<file path="config.mk">
export PLATFORM = sky130hd
export DESIGN_NAME = hazard_stall_ctrl
export DESIGN_NICKNAME = d
export VERILOG_FILES = /design/src/rtl/hazard_stall_ctrl.sv
export SDC_FILE = /design/constraint.sdc
export NUM_CORES = 1
export LEC_CHECK = 0
export CORE_ASPECT_RATIO = 1.4
export CORE_MARGIN = 4
export CORE_UTILIZATION = 35
export DETAILED_ROUTE_END_ITERATION = 12
export GPL_TIMING_DRIVEN = 1
export PLACE_DENSITY = 0.67
export SYNTH_ARGS = -nofsm -noshare
export SYNTH_HDL_FRONTEND = slang
export SYNTH_SLANG_ARGS = --single-unit
</file>
<file path="constraint.sdc">
create_clock -name clk -period 4.97 [get_ports clk]
set_input_delay 0.7455 -clock clk [delete_from_list [all_inputs] [get_ports clk]]
set_output_delay 0.7455 -clock clk [all_outputs]
set_load 0.01 [all_outputs]
</file>
<file path="src/rtl/hazard_stall_ctrl.sv">
// rtl/hazard_stall_ctrl.sv - load-use hazard detection and pipeline stall/flush/freeze control
module hazard_stall_ctrl #(
    parameter int REG_ADDR_W      = 5,
    parameter int NUM_SRC         = 2,
    parameter int LOAD_LAT        = 1,
    parameter int ZERO_REG_IGNORE = 1,
    parameter int CNT_W           = 16
) (
    input  logic                          clk,
    input  logic                          rst_n,
    input  logic [NUM_SRC*REG_ADDR_W-1:0] id_src,
    input  logic [NUM_SRC-1:0]            id_src_valid,
    input  logic                          id_ex_valid,
    input  logic                          id_ex_memread,
    input  logic [REG_ADDR_W-1:0]         id_ex_write_reg,
    input  logic                          branch_taken,
    input  logic                          mem_busy,
    input  logic                          perf_clr,
    output logic                          hold_pc,
    output logic                          hold_if_id,
    output logic                          hold_control,
    output logic                          flush_if_id,
    output logic                          freeze_pipe,
    output logic                          stall_active,
    output logic [CNT_W-1:0]              stall_count
);

    localparam int CW = $clog2(LOAD_LAT + 1);

    typedef enum logic {
        RUN        = 1'b0,
        LOAD_STALL = 1'b1
    } state_t;

    state_t           state_q, state_d;
    logic [CW-1:0]    cnt_q, cnt_d;
    logic [CNT_W-1:0] count_q, count_d;

    logic src_match, zero_masked, hz, inc;
    logic hold_pc_c, hold_if_id_c, hold_control_c, flush_if_id_c, freeze_pipe_c;

    always_comb begin
        src_match = 1'b0;
        for (int i = 0; i < NUM_SRC; i++) begin
            if (id_src_valid[i] && (id_src[i*REG_ADDR_W +: REG_ADDR_W] == id_ex_write_reg)) begin
                src_match = 1'b1;
            end
        end
    end

    assign zero_masked = (ZERO_REG_IGNORE != 0) && (id_ex_write_reg == '0);
    assign hz          = id_ex_valid & id_ex_memread & src_match & ~zero_masked;

    // Priority: memory freeze, then branch flush, then load-use stall.
    always_comb begin
        state_d        = state_q;
        cnt_d          = cnt_q;
        inc            = 1'b0;
        hold_pc_c      = 1'b0;
        hold_if_id_c   = 1'b0;
        hold_control_c = 1'b0;
        flush_if_id_c  = 1'b0;
        freeze_pipe_c  = 1'b0;
        if (mem_busy) begin
            freeze_pipe_c = 1'b1;
            hold_pc_c     = 1'b1;
            hold_if_id_c  = 1'b1;
        end else if (state_q == RUN) begin
            if (branch_taken) begin
                flush_if_id_c  = 1'b1;
                hold_control_c = 1'b1;
            end else if (hz) begin
                hold_pc_c      = 1'b1;
                hold_if_id_c   = 1'b1;
                hold_control_c = 1'b1;
                inc            = 1'b1;
                if (LOAD_LAT > 1) begin
                    state_d = LOAD_STALL;
                    cnt_d   = CW'(LOAD_LAT - 1);
                end
            end
        end else begin
            if (branch_taken) begin
                flush_if_id_c  = 1'b1;
                hold_control_c = 1'b1;
                state_d        = RUN;
                cnt_d          = '0;
            end else begin
                hold_pc_c      = 1'b1;
                hold_if_id_c   = 1'b1;
                hold_control_c = 1'b1;
                inc            = 1'b1;
                cnt_d          = cnt_q - CW'(1);
                if (cnt_q == CW'(1)) begin
                    state_d = RUN;
                end
            end
        end
    end

    always_comb begin
        count_d = count_q;
        if (perf_clr) begin
            count_d = '0;
        end else if (inc && (count_q != {CNT_W{1'b1}})) begin
            count_d = count_q + CNT_W'(1);
        end
    end

    always_ff @(posedge clk or negedge rst_n) begin
        if (!rst_n) begin
            state_q <= RUN;
            cnt_q   <= '0;
            count_q <= '0;
        end else begin
            state_q <= state_d;
            cnt_q   <= cnt_d;
            count_q <= count_d;
        end
    end

    // Holds are combinational for zero-latency stalls, so gate them with reset directly.
    assign hold_pc      = hold_pc_c      & rst_n;
    assign hold_if_id   = hold_if_id_c   & rst_n;
    assign hold_control = hold_control_c & rst_n;
    assign flush_if_id  = flush_if_id_c  & rst_n;
    assign freeze_pipe  = freeze_pipe_c  & rst_n;
    assign stall_active = (state_q == LOAD_STALL) & rst_n;
    assign stall_count  = count_q;

endmodule

</file>
# Word-level counts from Yosys, hierarchy flattened
# Cells that the tools add are included.
[totals]
reg_bits = 18
inputBits = 24
out_inout_bits = 22
wordCells = 44
[classes]
addsub = 2
eq_ne = 3
muxes = 20
n_bitwise = 10
reduce_logical = 6
[ops]
columns = ["operator", "count"]
rows = [
  ["2-to-1 mux 16 bit", 2],
  ["2-to-1 mux 1 bit", 18],
  ["adder 16 x 1 -> 16 bit, second input constant", 1],
  ["inequality test 16 bit, second input constant", 1],
  ["== test 5 bit", 2],
  ["AND 1 bit", 8],
  ["logical NOT 5 bit", 1],
  ["logical AND 1 bit", 3],
  ["inverter 1 bit", 2],
  ["AND reduction 2 bit", 1],
  ["nonzero test 2 bit", 1],
  ["subtractor 1 bit, second input constant", 1],
]

# Logic depth before layout (Yosys ltp)
[depth]
word_depth = 13
ltp_mapped = 8
mapped_depth_nobuf = 7

# Least setup slack after synthesis
# No wires, ideal clock.
[synth_path]
path_kind = "in2out"
start = "input id_ex_write_reg[4]"
end = "output hold_pc"
arrival_time_ns = 2.006
required_time_ns = 4.225
slack_ns = 2.219
cell_stages = 8
n_path_buf = 2
cell_sequence = "xnor2_1 -> nand4_1 -> o22ai_1 -> a41oi_1 -> clkbuf_1 -> nor2_1 -> o21a_1 -> buf_4"
[synth_via]
elab_chain_len = 11
elab_cells_between_ends = 15
cone_classes = "eq/ne: 2; mux: 6; bitwise: 4; reduce/logical: 3"
[synth_rtl]
columns = ["element", "line_no", "source"]
rows = [
  ["start: declaration", "15", "input logic [REG_ADDR_W-1:0] id_ex_write_reg,"],
  ["== test 5 bit", "45", "if (id_src_valid[i] && (id_src[i*REG_ADDR_W +: REG_ADDR_W] == id_ex_write_reg)) begin"],
  ["logical AND 1 bit", "45", ""],
  ["2-to-1 mux 1 bit (2 in a row)", "45", ""],
  ["AND 1 bit", "52", "assign hz = id_ex_valid & id_ex_memread & src_match & ~zero_masked;"],
  ["AND 1 bit *", "52", ""],
  ["2-to-1 mux 1 bit * (4 in a row)", "n/a", ""],
  ["AND 1 bit *", "n/a", ""],
  ["end: declaration", "19", "output logic hold_pc,"],
]
# Mark *: on every way between the ends. The rest lies on a longest branch, timed or not.

# Worst setup path after layout
[layout_path]
start = "input id_ex_write_reg[1]"
end = "output hold_pc"
[layout_via]
elab_chain_len = 11
elab_cells_between_ends = 15
cone_classes = "eq/ne: 2; mux: 6; bitwise: 4; reduce/logical: 3"
[layout_rtl]
columns = ["element", "line_no", "source"]
rows = [
  ["== test 5 bit", "45", ""],
  ["logical AND 1 bit", "45", ""],
  ["2-to-1 mux 1 bit (2 in a row)", "45", ""],
  ["AND 1 bit", "52", ""],
  ["AND 1 bit *", "52", ""],
  ["2-to-1 mux 1 bit *", "72", "end else if (hz) begin"],
  ["2-to-1 mux 1 bit *", "69", "if (branch_taken) begin"],
  ["2-to-1 mux 1 bit *", "68", "end else if (state_q == RUN) begin"],
  ["2-to-1 mux 1 bit *", "64", "if (mem_busy) begin"],
  ["AND 1 bit *", "123", "assign hold_pc = hold_pc_c & rst_n;"],
]
# Marks and branches as above.

==> qor_table.md <==
| Quantity | This run | Unit |
| --- | --- | --- |
| Placeable core area | 3153 | um^2 |
| Max Fanout on Critical Path | 11 | - |
| Type of origin of the critical path | input pin | - |
| Kind of end point of the critical path | output port | - |
| # IOs | 46 | - |
| Cell type of the slowest stage on the worst timing path | a41oi_1 | - |
| Total of flip-flops plus latches after synthesis | 18 | - |
| Detail Placement HPWL | 2394 | um |
| Clock root buffer | clkbuf_8 | - |
| Number of CTS-inserted buffers | 3 | - |
| Via count of the first global-routing pass | 1,109 | - |
| Top delay family on crit path | compound AO/OA/AOI/OAI gates | - |
| Final period demand of the worst path | 3.953 | ns |
| Final setup TNS | 0 | ns |
| Global-route wire length before repair | 4905 | um |
| Count of nets left with antenna violations after detail routing | 0 | - |
| Post-Syn Area per Cell | 9.273 | um^2 |
| Worst path cell trace | clkdlybuf4s50_1 -> xnor2_1 -> nand4_1 -> o22ai_1 -> a41oi_1 -> nor2_1 -> o21a_1 -> clkdlybuf4s50_1 | - |
| Leading cell types in the layout, fill and taps excluded | clkdlybuf4s50_1 (45), nor2_1 (22), xnor2_1 (18), dfrtp_1 (18), nand3_1 (6) | - |
| Setup skew after layout | 0.001319 | ns |
| Routability Congestion | 0.9019 | - |
| Pin count of the biggest net entering global routing | 23 | - |
| Arrival time at the worst endpoint | 3.21 | ns |
| Share of the yosys chip area belonging to registers | 0.3917 | - |
| Cell type with the highest occurrence count on the critical path | clkdlybuf4s50_1 | - |
| Clk Latency, worst-skew pair | 0.26 | ns |
| Number of remaining DRC errors | 0 | - |
| Fraction of layout cells with a size suffix above 1 | 0.1065 | - |
| Clock-pin slew reported for the worst setup and hold paths after clock tree synthesis | 0.07 | ns |
| Buffer and inverter count on the worst path | 2 | - |
| Worst setup path start | id_ex_write_reg[1] | - |
| Hold bufs inserted after CTS | 0 | - |
| Synthesized netlist cell count | 124 | - |
| Port-buffer cells | 45 | - |
| Number of antenna cells inserted | 0 | - |
| # setup viols final | 0 | - |
| Post-synthesis cell type with the largest combined area | dfrtp_1 | - |
| Average detailed-routed wire length per instance | 14.66 | um |
| Synth top area share | 0.3917 | - |
| Initial core utilization | 0.3647 | - |
| Static power due to leakage | 0.6587 | nW |
| Hold path start | state_q | - |
| Die X-Extent | 56.44 | um |
| Biggest area contributors in the synthesized netlist | dfrtp_1 (39%), xnor2_1 (14%), nor2_1 (7.2%) | - |
| Number of search-and-repair iterations in the first detailed-routing pass | 4 | - |
| Min-Delay Path Class | register to register | - |
| Total grt overflow | 0 | - |
| Highest Clock Rate | 0.2530 | GHz |
| Depth of the CTS H-tree | 1 | - |
| Clock sinks | 18 | - |
| Worst hold-check slack | 0.5378 | ns |
| CTS tree | built | - |
| Peak VDD IR | 146.1 | uV |
| RSZ-0062 raised after global routing | false | - |
| Transition time at the pin with the least slew margin | 1.053 | ns |
| Delay of the slowest critical-path stage | 0.87 | ns |
| DR vias/cell | 5.130 | - |
| Die area | 4279 | um^2 |
| Count of cell types in the netlist | 32 | - |
| Pwr dens | 188.1 | nW/um^2 |
| Number of warning messages in the yosys log | 0 | - |
| GRT Resource Usage Total | 0.1465 | - |
| Number of max-cap violations | 0 | - |
| Most frequent standard cell in the layout excluding fill and tap cells | clkdlybuf4s50_1 | - |
| Initial antenna violation count | 0 | - |
| Placed Area | 1627 | um^2 |
| Drt initial violations | 20 | - |
| Syn-to-layout area delta | 46.25 | % |
| Netlist area before placement | 1150 | um^2 |
| Max-slew headroom at the worst pin | 0.2890 | - |
| Routed wire length | 3049 | um |
| Final worst setup slack | 1.017 | ns |
| Number of fill cells | 284 | - |
| DIE HEIGHT | 75.82 | um |
| Routed vias | 1,067 | - |
| Post-CTS Setup Repair Bufs | 0 | - |
| Hold violation total from the final report | 0 | - |
| Pins over their slew limit | 0 | - |
| Final standard cell area without fillers | 1682 | um^2 |
| NumNets Final | 195 | - |
| Setup slack after placement | 0.9474 | ns |
| Count of standard-cell rows | 24 | - |
| Clock Tree Buf Depth | 2 | - |
| Syn Nets | 149 | - |
| Worst R2R Start | stall_count[4] | - |
| Total power of the final layout | 316.4 | uW |
| Worst endpoint required time | 4.22 | ns |
| Resize count post-CTS | 0 | - |
| Run status | finished, final reports clean | - |
| Path type of the worst setup path | input pin to output port | - |
| Post-route fraction of the period consumed by the critical path | 0.7954 | - |
==> cell type report <==
cell class                 instances  area, um^2  area share
clock buffer                       4       55.05     0.03274
inverter                           1       3.754    0.002232
multi-input combinational        100       665.6      0.3958
sequential                        18       450.4      0.2679
tap                               39       48.80     0.02902
timing repair buffer              46       457.9      0.2723
==> power breakdown <==
group / internal (mW) / leakage, nW / switching, mW
Combinational: 0.0282 / 0.378 / 0.0204
Sequential: 0.146 / 0.252 / 0.0000427
Clock: 0.0705 / 0.0288 / 0.0508
==> sequential cells by signal (all words and copies together) (netlist names) <==
signal and cells:
stall_count 16, state_q 1, cnt_q 1
==> per-layer routing <==
| metal | GRT usage | up-vias | share of wire |
|---|---|---|---|
| li1 | - | 517 | - |
| met1 | 0.1479 | 507 | 0.39 |
| met2 | 0.2866 | 38 | 0.53 |
| met3 | 0.03559 | 5 | 0.068 |
| met4 | 0.06069 | 0 | 0.013 |
| met5 | 0 | - | 0 |
==> metrics by stage <==
stage	util	cells
floorplan	-	124
global placement	0.5159	204
detailed placement	0.5159	204
CTS	0.5333	208
global route	0.5333	208
finish	0.5333	208
==> Yosys cell counts <==
library cell,number
a21oi_1,5
a311o_1,1
a31o_2,3
a41oi_1,1
and2_1,3
and3_2,1
and3_4,2
and4_4,1
buf_4,1
buf_6,1
clkbuf_1,3
dfrtp_1,18
ha_1,1
inv_1,1
mux2_2,4
mux2i_1,1
nand2_1,5
nand2b_1,4
nand3_1,6
nand4_1,4
nor2_1,22
nor2b_1,4
nor3_1,5
nor3b_1,1
nor4_4,1
nor4b_1,1
o21a_1,2
o21ai_0,1
o22ai_1,1
or2_4,1
or3_1,1
xnor2_1,18
==> path summary, 6_finish.rpt <==
| check | end | depth (start not counted) | slack, ns |
|---|---|---|---|
| setup / recovery | hold_pc | 8 | 1.02 |
| max in group asynchronous | stall_count[1] | 2 | 3.93 |
| hold / removal | state_q | 1 | 0.54 |
| setup reg to reg | stall_count[10] | 7 | 2.55 |
| hold reg to reg | state_q | 1 | 0.54 |
| min in group asynchronous | stall_count[10] | 2 | 0.83 |
==> cells by family (layout without fill, tap and decap cells) <==
group / Yosys count / in the layout / synth area share
flip-flops: 18 / 18 / 0.3917
adder cells (fa/ha/maj): 1 / 1 / 0.01088
AND/OR/NAND/NOR: 62 / 62 / 0.2992
buffers and inverters: 6 / 51 / 0.02938
multiplexers: 5 / 5 / 0.04788
XOR/XNOR: 18 / 18 / 0.1371
AO/OA/AOI/OAI: 14 / 14 / 0.08378
No activity file was read; power rests on OpenSTA's default activity.
